### config.mk
export PLATFORM = sky130hd
export DESIGN_NAME = interrupt_controller
export DESIGN_NICKNAME = d
export VERILOG_FILES = /design/src/rtl/interrupt_pkg.sv /design/src/rtl/interrupt_controller_priority_arbiter.sv /design/src/rtl/interrupt_controller.sv
export SDC_FILE = /design/constraint.sdc
export NUM_CORES = 1
export LEC_CHECK = 0
export BUFFER_PORTS_ARGS = -buffer_cell sky130_fd_sc_hd__buf_2
export CORE_AREA = 4 4 76 78
export DETAILED_ROUTE_END_ITERATION = 10
export DIE_AREA = 0 0 80 82
export GPL_TIMING_DRIVEN = 0
export PLACE_DENSITY = 0.74
export SYNTH_ARGS = -nofsm -noshare
export SYNTH_HDL_FRONTEND = slang
export SYNTH_SLANG_ARGS = --single-unit
### constraint.sdc
create_clock -name clk -period 2.13 [get_ports clk]
set_input_delay 0.213 -clock clk [delete_from_list [all_inputs] [get_ports clk]]
set_output_delay 0.213 -clock clk [all_outputs]
set_load 0.01 [all_outputs]
### src/rtl/interrupt_pkg.sv
// Shared types and limits for the interrupt controller and its arbiter.
package interrupt_pkg;

  localparam int unsigned MAX_CHANNELS = 16;

  typedef enum logic {
    FIXED       = 1'b0,
    ROUND_ROBIN = 1'b1
  } priority_mode_t;

  typedef enum logic {
    IDLE    = 1'b0,
    PENDING = 1'b1
  } irq_state_t;

endpackage

### src/rtl/interrupt_controller_priority_arbiter.sv
// Combinational arbiter: picks one active request line.
// FIXED picks the highest index; ROUND_ROBIN searches upward from i_start with wrap.
module priority_arbiter
  import interrupt_pkg::*;
#(
  parameter int unsigned N     = 15,
  parameter int unsigned IDX_W = 4
) (
  input  logic [N-1:0]     i_req,
  input  logic [IDX_W-1:0] i_start,
  input  priority_mode_t   i_mode,
  output logic             o_valid,
  output logic [IDX_W-1:0] o_index
);

  logic [N-1:0] w_rot;

  // Rotate the requests so that bit 0 of w_rot is the i_start position.
  always_comb begin
    w_rot = N'({i_req, i_req} >> i_start);
  end

  // Select the winner according to the arbitration mode.
  always_comb begin
    int unsigned w_pos;
    o_valid = 1'b0;
    o_index = '0;
    w_pos   = 0;
    if (i_mode == FIXED) begin
      for (int unsigned i = 0; i < N; i++) begin
        if (i_req[i]) begin
          o_valid = 1'b1;
          o_index = IDX_W'(i);
        end
      end
    end else begin
      for (int unsigned i = 0; i < N; i++) begin
        if (!o_valid && w_rot[i]) begin
          o_valid = 1'b1;
          w_pos   = 32'(i_start) + i;
          if (w_pos >= N) begin
            w_pos = w_pos - N;
          end
          o_index = IDX_W'(w_pos);
        end
      end
    end
  end

endmodule

### src/rtl/interrupt_controller.sv
// Edge-detected, maskable interrupt controller with vectored acknowledge.
module interrupt_controller
  import interrupt_pkg::*;
#(
  parameter int unsigned    CHANNELS      = 15,
  parameter priority_mode_t PRIORITY_MODE = FIXED,
  parameter int unsigned    VEC_W         = 4
) (
  input  logic                clk,
  input  logic                reset,
  input  logic [CHANNELS-1:0] interrupt_req,
  input  logic                interrupt_enable,
  input  logic                mask_we,
  input  logic [CHANNELS-1:0] mask_wdata,
  input  logic                clear_valid,
  input  logic [CHANNELS-1:0] clear_bits,
  input  logic                ack,
  output logic                irq,
  output logic                wake,
  output logic [VEC_W-1:0]    vector,
  output logic [CHANNELS-1:0] flags,
  output logic [CHANNELS-1:0] mask
);

  localparam logic [VEC_W-1:0] LAST_CH = VEC_W'(CHANNELS - 1);

  logic [CHANNELS-1:0] r_req_q;
  logic [CHANNELS-1:0] r_flags;
  logic [CHANNELS-1:0] r_mask;
  logic [VEC_W-1:0]    r_vector;
  logic [VEC_W-1:0]    r_ptr;
  irq_state_t          r_state;
  irq_state_t          w_state_nxt;

  logic [CHANNELS-1:0] w_edge;
  logic [CHANNELS-1:0] w_pending;
  logic                w_any;
  logic [VEC_W-1:0]    w_start;
  logic                w_win_valid;
  logic [VEC_W-1:0]    w_win_idx;
  logic                w_take;
  logic [CHANNELS-1:0] w_clr;
  logic [CHANNELS-1:0] w_flags_nxt;

  // Edge detect, pending set and round-robin start position.
  always_comb begin
    w_edge    = interrupt_req & ~r_req_q;
    w_pending = r_flags & r_mask;
    w_any     = |w_pending;
    w_start   = (r_ptr == LAST_CH) ? '0 : r_ptr + 1'b1;
  end

  priority_arbiter #(
    .N     (CHANNELS),
    .IDX_W (VEC_W)
  ) u_arb (
    .i_req   (w_pending),
    .i_start (w_start),
    .i_mode  (PRIORITY_MODE),
    .o_valid (w_win_valid),
    .o_index (w_win_idx)
  );

  // Flag update: software clear and ack clear, with a new edge overriding both.
  always_comb begin
    w_take = ack && w_win_valid;
    w_clr  = '0;
    if (clear_valid) begin
      w_clr = clear_bits;
    end
    if (w_take) begin
      w_clr = w_clr | (CHANNELS'(1) << w_win_idx);
    end
    w_flags_nxt = (r_flags & ~w_clr) | w_edge;
  end

  // Datapath registers: request sample, flags, mask, vector, round-robin pointer.
  always_ff @(posedge clk) begin
    if (reset) begin
      r_req_q  <= '0;
      r_flags  <= '0;
      r_mask   <= '0;
      r_vector <= '0;
      r_ptr    <= LAST_CH;
    end else begin
      r_req_q <= interrupt_req;
      r_flags <= w_flags_nxt;
      if (mask_we) begin
        r_mask <= mask_wdata;
      end
      if (w_take) begin
        r_vector <= w_win_idx + 1'b1;
        r_ptr    <= w_win_idx;
      end
    end
  end

  // State register.
  always_ff @(posedge clk) begin
    if (reset) begin
      r_state <= IDLE;
    end else begin
      r_state <= w_state_nxt;
    end
  end

  // Next state: PENDING while any enabled flag remains set.
  always_comb begin
    w_state_nxt = r_state;
    case (r_state)
      IDLE:    if (w_any)  w_state_nxt = PENDING;
      PENDING: if (!w_any) w_state_nxt = IDLE;
      default: w_state_nxt = IDLE;
    endcase
  end

  // Outputs.
  always_comb begin
    irq    = interrupt_enable & w_any;
    wake   = w_any;
    vector = r_vector;
    flags  = r_flags;
    mask   = r_mask;
  end

endmodule

# Word-level counts from Yosys, hierarchy flattened
# Cells that the tools add are included.
# totals
register_bits,49
inputBits,51
out_inout_bits,36
elab_cells,47
# classes
n_addsub,1
shift,1
mux,31
bitwise,8
n_reduce_logical,2
# ops
cell,n
$and A15 B15 Y15,3
$mux W15,2
$not A15 Y15,2
$or A15 B15 Y15,2
$mux W4,7
$mux W1,16
$reduce_or A15 Y1,1
$shl A1 B4 Y15 const A,1
$mux W3,4
$add A4 B1 Y4 const B,1
$mux W2,2
$and A1 B1 Y1,1
$logic_and A1 B1 Y1,1

# Longest topological paths before layout
# Gate-level depths: netlist of the first run.
# depth
depth_word,21
mapped_depth,10
mapped_depth_nobuf,10

# Hierarchy
# From an unflattened synthesis of the first run, not the netlist that was laid out.
# hier_totals
cells_unflattened,741
hier_area_um2,5701.7
# by_module_without_submodules
module,instances,cells_per_inst,area_per_inst_um2,seq_area_each_um2
priority_arbiter,1,491,3440.8,0.0
interrupt_controller,1,250,2260.9,1061.0

# Least setup slack after synthesis of the first run
# Ideal clock, no wire load.
# synth_path
path_type,reg-to-reg
start,"register r_flags[3], in the netlist flags[3]"
end,"register r_flags[3], in the netlist flags[3]"
setup_time_ns,0.057
t_arrival_ns,1.967
t_required_ns,2.073
setup_slack_ns,0.106
stages_incl_launch_ff,10
path_buffers,0
synth_period_minus_slack_ns,2.024
cell_sequence,dfxtp_1 > a22o_1 > a31oi_1 > o21ai_0 > a32o_1 > and2_1 > ha_1 > ha_1 > a221oi_1 > a21o_1
# synth_between
elab_chain_len,19
elab_cells_between_ends,32
cone_classes,1 x shift; 25 x mux; 5 x bitwise; 1 x reduce/logical
# synth_rtl
item,line_no,source
start: declaration,interrupt_controller.sv:28,logic [CHANNELS-1:0] r_flags;
start signal: assignment,interrupt_controller.sv:87,r_flags <= w_flags_nxt;
$and A15 B15 Y15,interrupt_controller.sv:48,w_pending = r_flags & r_mask;
$mux W2,interrupt_controller_priority_arbiter.sv:31,if (i_req[i]) begin
$mux W3 (4 in a row),interrupt_controller_priority_arbiter.sv:31,
$mux W4 (7 in a row),interrupt_controller_priority_arbiter.sv:31,
$shl A1 B4 Y15,interrupt_controller.sv:72,w_clr = w_clr | (CHANNELS'(1) << w_win_idx);
$or A15 B15 Y15,interrupt_controller.sv:72,
$mux W15,interrupt_controller.sv:71,if (w_take) begin
$not A15 Y15,interrupt_controller.sv:74,w_flags_nxt = (r_flags & ~w_clr) | w_edge;
$and A15 B15 Y15 *,interrupt_controller.sv:74,
$or A15 B15 Y15 *,interrupt_controller.sv:74,
# Every way passes the cells marked *; elsewhere a longest branch is shown, timed or not.
# A chain may end at the register's enable or synchronous reset.

# Final worst setup path of the first run
# layout_path
start,"register r_flags[5], in the netlist flags[5]"
end,"register r_flags[11], in the netlist flags[11]"
# layout_between
elab_chain_len,17
elab_cells_between_ends,28
cone_classes,1 x shift; 21 x mux; 5 x bitwise; 1 x reduce/logical
# layout_rtl
item,line_no
$and A15 B15 Y15 *,interrupt_controller.sv:48
$mux W3 (3 in a row),interrupt_controller_priority_arbiter.sv:31
$mux W4 (7 in a row),interrupt_controller_priority_arbiter.sv:31
$shl A1 B4 Y15,interrupt_controller.sv:72
$or A15 B15 Y15,interrupt_controller.sv:72
$mux W15 *,interrupt_controller.sv:71
$not A15 Y15 *,interrupt_controller.sv:74
$and A15 B15 Y15 *,interrupt_controller.sv:74
$or A15 B15 Y15 *,interrupt_controller.sv:74
# Marks and branches as above.

==> results of run 1 <==
-- worst max-delay path by stage --
| stage | startpoint | end | slack, ns | cells after the start |
|---|---|---|---|---|
| CTS | flags[3]$_SDFF_PP0_ | vector[2]$_SDFFE_PP0N_ | 0.007 | 9 |
| finish | flags[5]$_SDFF_PP0_ | flags[11]$_SDFF_PP0_ | 0.06 | 10 |
| floorplan | flags[3]$_SDFF_PP0_ | flags[3]$_SDFF_PP0_ | 0.11 | 9 |
| detailed placement | flags[5]$_SDFF_PP0_ | flags[9]$_SDFF_PP0_ | -0.18 | 9 |
| global route | mask[3]$_SDFFE_PP0P_ | vector[2]$_SDFFE_PP0N_ | -0.04 | 9 |
| global placement | flags[5]$_SDFF_PP0_ | flags[9]$_SDFF_PP0_ | -0.14 | 9 |
-- power groups by stage --
stage          clock network [mW]  logic [mW]  registers (mW)
4_1_cts                     0.553       0.423            1.04
5_1_grt                     0.602       0.511            1.05
3_5_place_dp                    0       0.396            1.06
3_3_place_gp                    0       0.391            1.06
6_report                    0.539       0.465            1.04
2_1_floorplan                   0       0.210            1.07
-- flip-flops by register name, summed over array words and instances (netlist names) --
name,flops
mask,15
vector,4
r_req_q,15
flags,15
-- critical path: cells and delay by family (launching register included) --
kind / cells / cell delay [ns]
AOI/OAI and AO/OA: 5 / 0.94
DFF: 1 / 0.38
adders and majority gates: 2 / 0.32
and+or+nand+nor: 3 / 0.31
-- kinds of logic after synthesis --
kind of cell / count (synthesis)
compound gates: 50
fa+ha+maj: 6
buf+inv: 25
flops: 49
mux: 16
simple gates: 83
-- cells in the mapped netlist --
master    instances  area [um2]
dfxtp_1          49         981
nor2_1           24        90.1
nand2_1          20        75.1
inv_1            17        63.8
mux2i_1          16         160
nor2b_1          14        87.6
a21o_1            9        67.6
nand2b_1          8        50.1
clkbuf_1          6        22.5
ha_1              6        75.1
a221oi_1          5        43.8
a22o_1            5        43.8
a31oi_1           5        31.3
o21ai_0           5        25.0
a32oi_1           4        35.0
nand4_1           4        25.0
a211oi_1          3        22.5
a21oi_1           3        15.0
a221o_1           3        30.0
and2_1            3        18.8
nand3b_1          3        22.5
a222oi_1          2        20.0
a22oi_1           2        15.0
a32o_1            2        20.0
buf_2             2        10.0
nand3_1           2        10.0
a21boi_2          1        11.3
a311oi_1          1        8.76
and2b_2           1        8.76
and3_4            1        11.3
nor2_2            1        6.26
nor4_4            1        21.3
or2b_1            1        7.51
-- layout make-up --
cell class	count	area share
timing repair buffer	94	0.171
multi-input combinational	155	0.393
buffer	8	0.0113
clock buffer	7	0.0299
inverter	17	0.0221
tap	70	0.0303
sequential	49	0.343
-- per-layer routing --
metal  share of wire  vias up  wire length, um  global-route usage
li1                -     1003                -                   -
met1            0.43      947             2580               0.240
met2            0.46      101             2720               0.289
met3            0.10        6              616              0.0559
met4          0.0084        0               50              0.0473
met5               0        -                0                   0
-- metrics by stage --
stage,util,setup WS (ns),hold slack (ns)
final,0.569,0.0589,0.137
after floorplan,-,0.106,0.329
after detailed placement,0.522,-0.179,0.419
after global placement,0.522,-0.138,0.406
after global routing,0.569,-0.0371,0.136
after CTS,0.554,0.00679,0.121
-- timing repair --
item,in CTS,in global routing
cloned,0,0
pin swaps,4,6
setup buffers,6,3
setup endpoints to repair,16,11
resized for setup,14,11
==> metrics, run 1 <==
logic gate share of total power=0.228; synthesized area=0.00214 mm2; mux share of post-synthesis cell area=0.0750; Post-CTS Hold Buffers=0; Syn Nets=around 290; Post-Place Cell Area=around 0.0026 mm2; largest fanout on the critical path=5; post-synthesis compound-gate area fraction=0.182; PwrDens=just over 700 mW/mm2; unrepaired setup endpoints after global routing=yes; Clk pwr share=0.264; first-pass GRT wire length=9.24 mm; core footprint=0.00507 mm2; CTS tree=yes; antenna violations before repair=0; critical path type=flip-flop to flip-flop; Min-Delay Path Depth=3; gpl congestion=roughly 0.84; register bit count reported by yosys=49; grt total ovfl=0; reg-to-reg setup timing slack=between 0.05 and 0.06 ns; Adder-Cell Fraction of Synth Area=0.0351; die area=~0.0066 mm2; Fin. Hold Viols=0; fin nets=between 300 and 400; Fill cells=approximately 480; VDD IR-drop max=about 0.4 mV; clock buffer depth=2; minimum clock period=2.07 ns; largest family of logic cells by synthesized area=simple AND/OR/NAND/NOR gates; critical path data arrival time=around 2.3 ns; FF-to-FF Start=flags[5]$_SDFF_PP0_; Worst Reg-to-Reg Cells=10; WL/cell=14.9 um; IO buf count=between 80 and 90; TritonCTS Buffers=5; Routed WL=between 5 and 6 mm; hold wc startpoint=interrupt_req[11]; Final Cycle Share=0.972; most frequent cells in the layout=87 x buf_2, 42 x dfxtp_1, 24 x nor2_1; synth unique cells=33; Reg2Reg Capture Point=flags[11]$_SDFF_PP0_; Crit-path slowest cell=dfxtp_2; Overall Global Routing Usage=0.182; Cells after Synth=229; HP Class=input port to flip-flop; # diodes=0; Req. time, crit path=2.31 ns; IO Count=between 80 and 90; Startpoint Class=flip-flop; Int Power=1.47 mW; routed via count=just over 2000; site row count=26; Least-Margin Pin Slew=0.556 ns; non-filler instance count after layout=400; CTS sink cnt=49; DRT Pass-1 Iters=4; Layout area overhead=35.3%; Post-Synth Simple-Gate Area=0.203; CP cell instances=nand2_1 -> a32o_1 -> o21ai_1 -> a32o_2 -> and2_4 -> ha_4 -> ha_2 -> nand2_1 -> o21ai_0 -> o21ai_0; Root Buffer=clkbuf_8; Cell Count Post-Placement=384; Max Cap Violations=0; Psw=577 uW; worst-case clock skew=approximately 0.0053 ns; largest net degree at the start of global routing=14; Crit path largest cell delay=0.38 ns; commonest non-fill, non-tap cell in the layout=buf_2; clock latency on the worst-skew pair=around 0.3 ns; register area=990 um2; vias in the first global route=1899; xor/xnor cell area share of the yosys netlist=0; chip height=slightly above 80 um; FMAX=between 0.4 and 0.5 GHz; placed wire-length estimate=about 4.5 mm; clock slew seen by the registers of the worst setup and hold paths=around 0.080 ns; H-tree depth=2; fraction of layout cells with a size suffix above 1=0.385; Seq/Total Area, Yosys=0.459; die width=80 um; Synthesis Warnings=0; Starting Density=0.421; drc violations=0; setup TNS=0 ns; Hold EP=r_req_q[11]$_SDFF_PP0_; Leakage Power=1.41 nW; Pwr Total=roughly 2 mW; Slew headroom=0.630; multi-input logic area=0.00114 mm2; synthesized area per cell=about 9.3 um2; outcome=finished, final reports clean; CP endpoint kind=flip-flop; post-route antenna net violation count=0; share of total power in sequential cells=0.509; Final Instance Area=0.00289 mm2; Iter 0 DRT Violations=182; Via density=between 5 and 6; Switching Share=0.282; Max Slew Vio Count=0; final setup fails=0
Note: power is estimated with default switching activity, not from simulation.
==> run 2, diff against run 1 <==
Settings changed: CORE_AREA 4 4 76 78 to 4 4 66 98, DIE_AREA 0 0 80 82 to 0 0 70 102, PLACE_DENSITY 0.74 to 0.68, SETUP_SLACK_MARGIN from default to 0.3.
==> run 2 against run 1 <==
Net effect:
- worst setup slack lost 0.010 ns
- flip-flop and latch count is the same
- final area up 3.9%
- via count fell by 1.6%
- clock power up 35%
- power grew 10%
- critical path depth is 2 lower
- clock skew grew 0.0015 ns
- core utilization shrank 4.3 points
- non-clock buffer count down 1
- sequential power barely moved
- global-route usage shrank 1.5 points
==> metrics, run 2 (synthesized netlist as in run 1, its figures left out) <==
outcome=finished, final reports clean; Psw=roughly 600 uW; Slew headroom=0.640; Switching Share=0.273; largest fanout on the critical path=3; first-pass GRT wire length=about 9.4 mm; Fin. Hold Viols=0; VDD IR-drop max=0.460 mV; clock slew seen by the registers of the worst setup and hold paths=roughly 0.090 ns; Req. time, crit path=~2.4 ns; CP endpoint kind=flip-flop; Layout area overhead=40.5%; minimum clock period=about 2.1 ns; IO Count=87; critical path type=flip-flop to flip-flop; most frequent cells in the layout=87 x buf_2, 37 x dfxtp_1, 23 x nor2_1; Least-Margin Pin Slew=between 0.5 and 0.6 ns; site row count=34; Leakage Power=between 1 and 1.5 nW; Max Cap Violations=0; H-tree depth=2; Root Buffer=clkbuf_8; Final Cycle Share=0.977; multi-input logic area=between 0.001 and 0.0015 mm2; FMAX=approximately 0.48 GHz; Routed WL=just over 6 mm; Via density=5.03; most used cell, CP=ha_4; non-filler instance count after layout=402; vias in the first global route=roughly 1900; WL/cell=between 15 and 20 um; Fill cells=567; fin nets=about 390; Iter 0 DRT Violations=100; largest net degree at the start of global routing=16; Crit-path slowest cell=a222oi_1; worst-case clock skew=between 0.006 and 0.007 ns; commonest non-fill, non-tap cell in the layout=buf_2; TritonCTS Buffers=5; CP cell instances=a222oi_1 -> o21ai_2 -> a32o_2 -> and2_4 -> ha_4 -> ha_4 -> a221oi_2 -> a21o_1; Overall Global Routing Usage=0.167; final setup fails=0; Crit path largest cell delay=about 0.44 ns; setup TNS=0 ns; CTS sink cnt=49; register area=0.00100 mm2; HP Class=input port to flip-flop; drc violations=0; core footprint=around 0.0057 mm2; antenna violations before repair=0; fraction of layout cells with a size suffix above 1=0.430; Starting Density=0.375; placed wire-length estimate=roughly 4.8 mm; Int Power=roughly 1.6 mW; clock latency on the worst-skew pair=~0.30 ns; IO buf count=85; Clk pwr share=0.322; unrepaired setup endpoints after global routing=yes; CTS tree=yes; share of total power in sequential cells=0.462; grt total ovfl=0; post-route antenna net violation count=0; chip height=slightly above 100 um; logic gate share of total power=0.216; routed via count=between 2000 and 2500; Cell Count Post-Placement=between 300 and 400; PwrDens=about 750 mW/mm2; # diodes=0; Startpoint Class=flip-flop; die width=70 um; Max Slew Vio Count=0; gpl congestion=between 0.8 and 0.9; critical path data arrival time=2.33 ns; die area=a little over 0.007 mm2; DRT Pass-1 Iters=5; clock buffer depth=2; Pwr Total=between 2 and 2.5 mW
[run 2: changes by cell type in the layout (fill, tap and decap cells not counted), moves of 2 or more]
cell / delta
a221oi_1: -3
a221oi_2: +3
dfxtp_1: -5
dfxtp_2: +3
dfxtp_4: +2
ha_2: -2
ha_4: +2
o21ai_0: -4
o21ai_1: +3
[run 2: path summary, 6_finish.rpt]
check | from | endpoint | slack, ns | depth (start not counted)
max | mask[7]$_SDFFE_PP0P_ | flags[3]$_SDFF_PP0_ | 0.05 | 8
min | interrupt_req[11] | r_req_q[11]$_SDFF_PP0_ | 0.14 | 3
max reg2reg | mask[7]$_SDFFE_PP0P_ | flags[3]$_SDFF_PP0_ | 0.05 | 8
min reg2reg | r_req_q[11]$_SDFF_PP0_ | flags[11]$_SDFF_PP0_ | 0.42 | 1
[run 2: repair_timing]
| item | 4_1_cts | 5_1_grt |
|---|---|---|
| gates cloned | 0 | 0 |
| setup buffers | 1 | 7 |
| resized for setup | 6 | 23 |
| endpoints found under the setup margin | 21 | 19 |
| endpoints found under the hold margin | 0 | 0 |
| pin swaps | 4 | 9 |
| hold buffers | 0 | 0 |
[run 2: routing by layer]
metal | routed length [um] | global-route usage | vias to the layer above
li1 | - | - | 1006
met1 | 2460 | 0.189 | 938
met2 | 3270 | 0.313 | 76
met3 | 398 | 0.0354 | 4
met4 | 53 | 0.0472 | 0
met5 | 0 | 0 | -
[run 2: layout make-up]
| cell class | instances | share of cell area |
|---|---|---|
| repair buffers | 93 | 0.162 |
| multi-input cells | 155 | 0.400 |
| flip-flops and latches | 49 | 0.333 |
| clock buffers | 6 | 0.0313 |
| clock inverters | 2 | 0.0117 |
| well taps | 72 | 0.0300 |
| plain buffers | 8 | 0.0108 |
| inverters | 17 | 0.0213 |
[run 2: critical path: cells and delay by family (launching register included)]
kind / cells / cell delay (ns)
AOI/OAI and AO/OA: 5 / 1.17
DFF: 1 / 0.34
and+or+nand+nor: 1 / 0.18
adders and majority gates: 2 / 0.33
[run 2: power groups by stage]
stage / registers, mW / logic, mW / clock network, mW
2_1_floorplan: 1.07 / 0.228 / 0
3_3_place_gp: 1.06 / 0.412 / 0
3_5_place_dp: 1.06 / 0.420 / 0
4_1_cts: 1.04 / 0.436 / 0.744
5_1_grt: 1.05 / 0.532 / 0.769
6_report: 1.04 / 0.487 / 0.725
[run 2: metrics by stage]
step / utilization / area [um2] / worst slack (ns) / hold slack [ns]
after floorplan: - / 2200 / 0.250 / 0.329
after global placement: 0.477 / 2720 / 0.00374 / 0.408
after detailed placement: 0.477 / 2720 / 0.00470 / 0.419
after CTS: 0.505 / 2880 / 0.0695 / 0.129
after global routing: 0.527 / 3000 / -0.0599 / 0.147
final: 0.527 / 3000 / 0.0485 / 0.136
==> run 3, diff against run 2 <==
Settings changed: BUFFER_PORTS_ARGS -buffer_cell sky130_fd_sc_hd__buf_2 to -buffer_cell sky130_fd_sc_hd__clkbuf_2.
==> run 3 against run 2 <==
Net effect:
- sequential power about the same
- cell count down 0.25%
- clock-buffer cell count up 1
- largest cell class unchanged
- first-iteration DRC count up 15%
- clock skew up 0.00058 ns
- flip-flop and latch count unchanged
==> metrics, run 3 (synthesized netlist as in run 1, its figures left out) <==
Post-Place Cell Area=0.00272 mm2; Routed WL=6.08 mm; fin nets=a little under 400; Max Slew Vio Count=0; IO Count=87; CTS sink cnt=49; Via density=5.07; CP endpoint kind=flip-flop; multi-input logic area=~0.0012 mm2; largest net degree at the start of global routing=15; Fin. Hold Viols=0; register area=roughly 1000 um2; most frequent cells in the layout=84 x clkbuf_2, 39 x dfxtp_1, 24 x nor2_1; Layout area overhead=38.5%; reg-to-reg setup timing slack=about 0.056 ns; H-tree depth=2; met2 usage=0.308; unrepaired setup endpoints after global routing=yes; outcome=finished, final reports clean; antenna violations before repair=0; first-pass GRT wire length=9.41 mm; # diodes=0; chip height=approximately 100 um; met3 Resource Use GR=0.0335; VDD IR-drop max=~0.46 mV; post-route antenna net violation count=0; drc violations=0; clock buffer depth=2; DRT Pass-1 Iters=4; GRT Max-Usage Layer=met2; placed wire-length estimate=~4.7 mm; clock slew seen by the registers of the worst setup and hold paths=~0.090 ns; WL/cell=approximately 15 um; hold slack=approximately 0.13 ns; setup TNS=0 ns; Critical Path Start=flags[7]$_SDFF_PP0_; Iter 0 DRT Violations=115; worst-case clock skew=approximately 0.0073 ns; die width=~70 um; hold wc startpoint=interrupt_req[11]; M1 GR Usage=0.199; minimum clock period=2.07 ns; die area=a little over 0.007 mm2; largest fanout on the critical path=4; site row count=34; Leakage Power=~1.4 nW; critical path type=flip-flop to flip-flop; critical path data arrival time=about 2.3 ns; fraction of layout cells with a size suffix above 1=0.419; gpl congestion=~0.8; Starting Density=0.375; Overall Global Routing Usage=0.168; Fill cells=~570; Slew headroom=0.624; FF-to-FF Start=flags[7]$_SDFF_PP0_; core footprint=~0.0057 mm2; vias in the first global route=about 1900; commonest non-fill, non-tap cell in the layout=clkbuf_2; PwrDens=approximately 710 mW/mm2; Startpoint Class=flip-flop; Util after Layout=0.519; routed via count=between 2000 and 2500; CTS tree=yes; TritonCTS Buffers=5; Req. time, crit path=between 2 and 2.5 ns; grt total ovfl=0; Final Instance Area=0.00296 mm2; Max Cap Violations=0; IO buf count=85; Least-Margin Pin Slew=~0.56 ns; HP Class=input port to flip-flop; Final Cycle Share=0.974; clock latency on the worst-skew pair=roughly 0.30 ns; Root Buffer=clkbuf_8; final setup fails=0; FMAX=0.482 GHz
## run 3: cell count changes in the layout (fill, tap and decap cells not counted), sizes merged
cell | before | now
buf | 95 | 10
bufinv | 1 | 0
clkbuf | 12 | 97
## run 3: cell type report
type / count / share of cell area
Multi-Input combinational cell: 155 / 0.401
Sequential cell: 49 / 0.338
Timing Repair Buffer: 92 / 0.164
Clock buffer: 7 / 0.0326
Tap cell: 72 / 0.0305
Inverter: 17 / 0.0216
Buffer: 8 / 0.0110
Clock inverter: 1 / 0.00169
## run 3: path summary, 6_finish.rpt
kind | endpoint | depth (start not counted)
setup / recovery | flags[3]$_SDFF_PP0_ | 8
hold reg to reg | flags[11]$_SDFF_PP0_ | 1
hold / removal | r_req_q[11]$_SDFF_PP0_ | 3
setup reg to reg | flags[3]$_SDFF_PP0_ | 8
## run 3: per-stage QoR
stage / total power [mW] / worst slack [ns] / instances
after global placement: 1.47 / 0.00140 / 386
after global routing: 2.21 / -0.0704 / 401
after floorplan: 1.30 / 0.250 / 229
after CTS: 2.08 / 0.0516 / 398
after detailed placement: 1.48 / -0.0151 / 386
final: 2.10 / 0.0561 / 401
## run 3: critical path, stage by stage (launching register included)
cell,delay [ns]
dfxtp_2,0.35
a222oi_1,0.43
o21ai_2,0.13
a32o_2,0.28
and2_4,0.18
ha_4,0.17
ha_4,0.16
a221oi_2,0.21
a21o_1,0.10
## run 3: report_power, final
| group | switching [mW] | total (mW) | internal [mW] | leakage (nW) |
|---|---|---|---|---|
| Combinational | 0.248 | 0.475 | 0.227 | 0.964 |
| Clock | 0.293 | 0.587 | 0.294 | 0.0542 |
| Sequential | 0.0584 | 1.04 | 0.984 | 0.411 |
## run 3: metal layers
layer,up-vias,part of all wire
met5,-,0
met4,0,0.015
met3,5,0.066
met2,71,0.53
met1,949,0.39
li1,1008,-
## run 3: what timing repair did
action	in CTS	in global routing
endpoints found under the setup margin	21	19
setup buffers	4	3
resized for setup	5	18
pin swaps	3	7
hold buffers	0	0
gates cloned	0	0
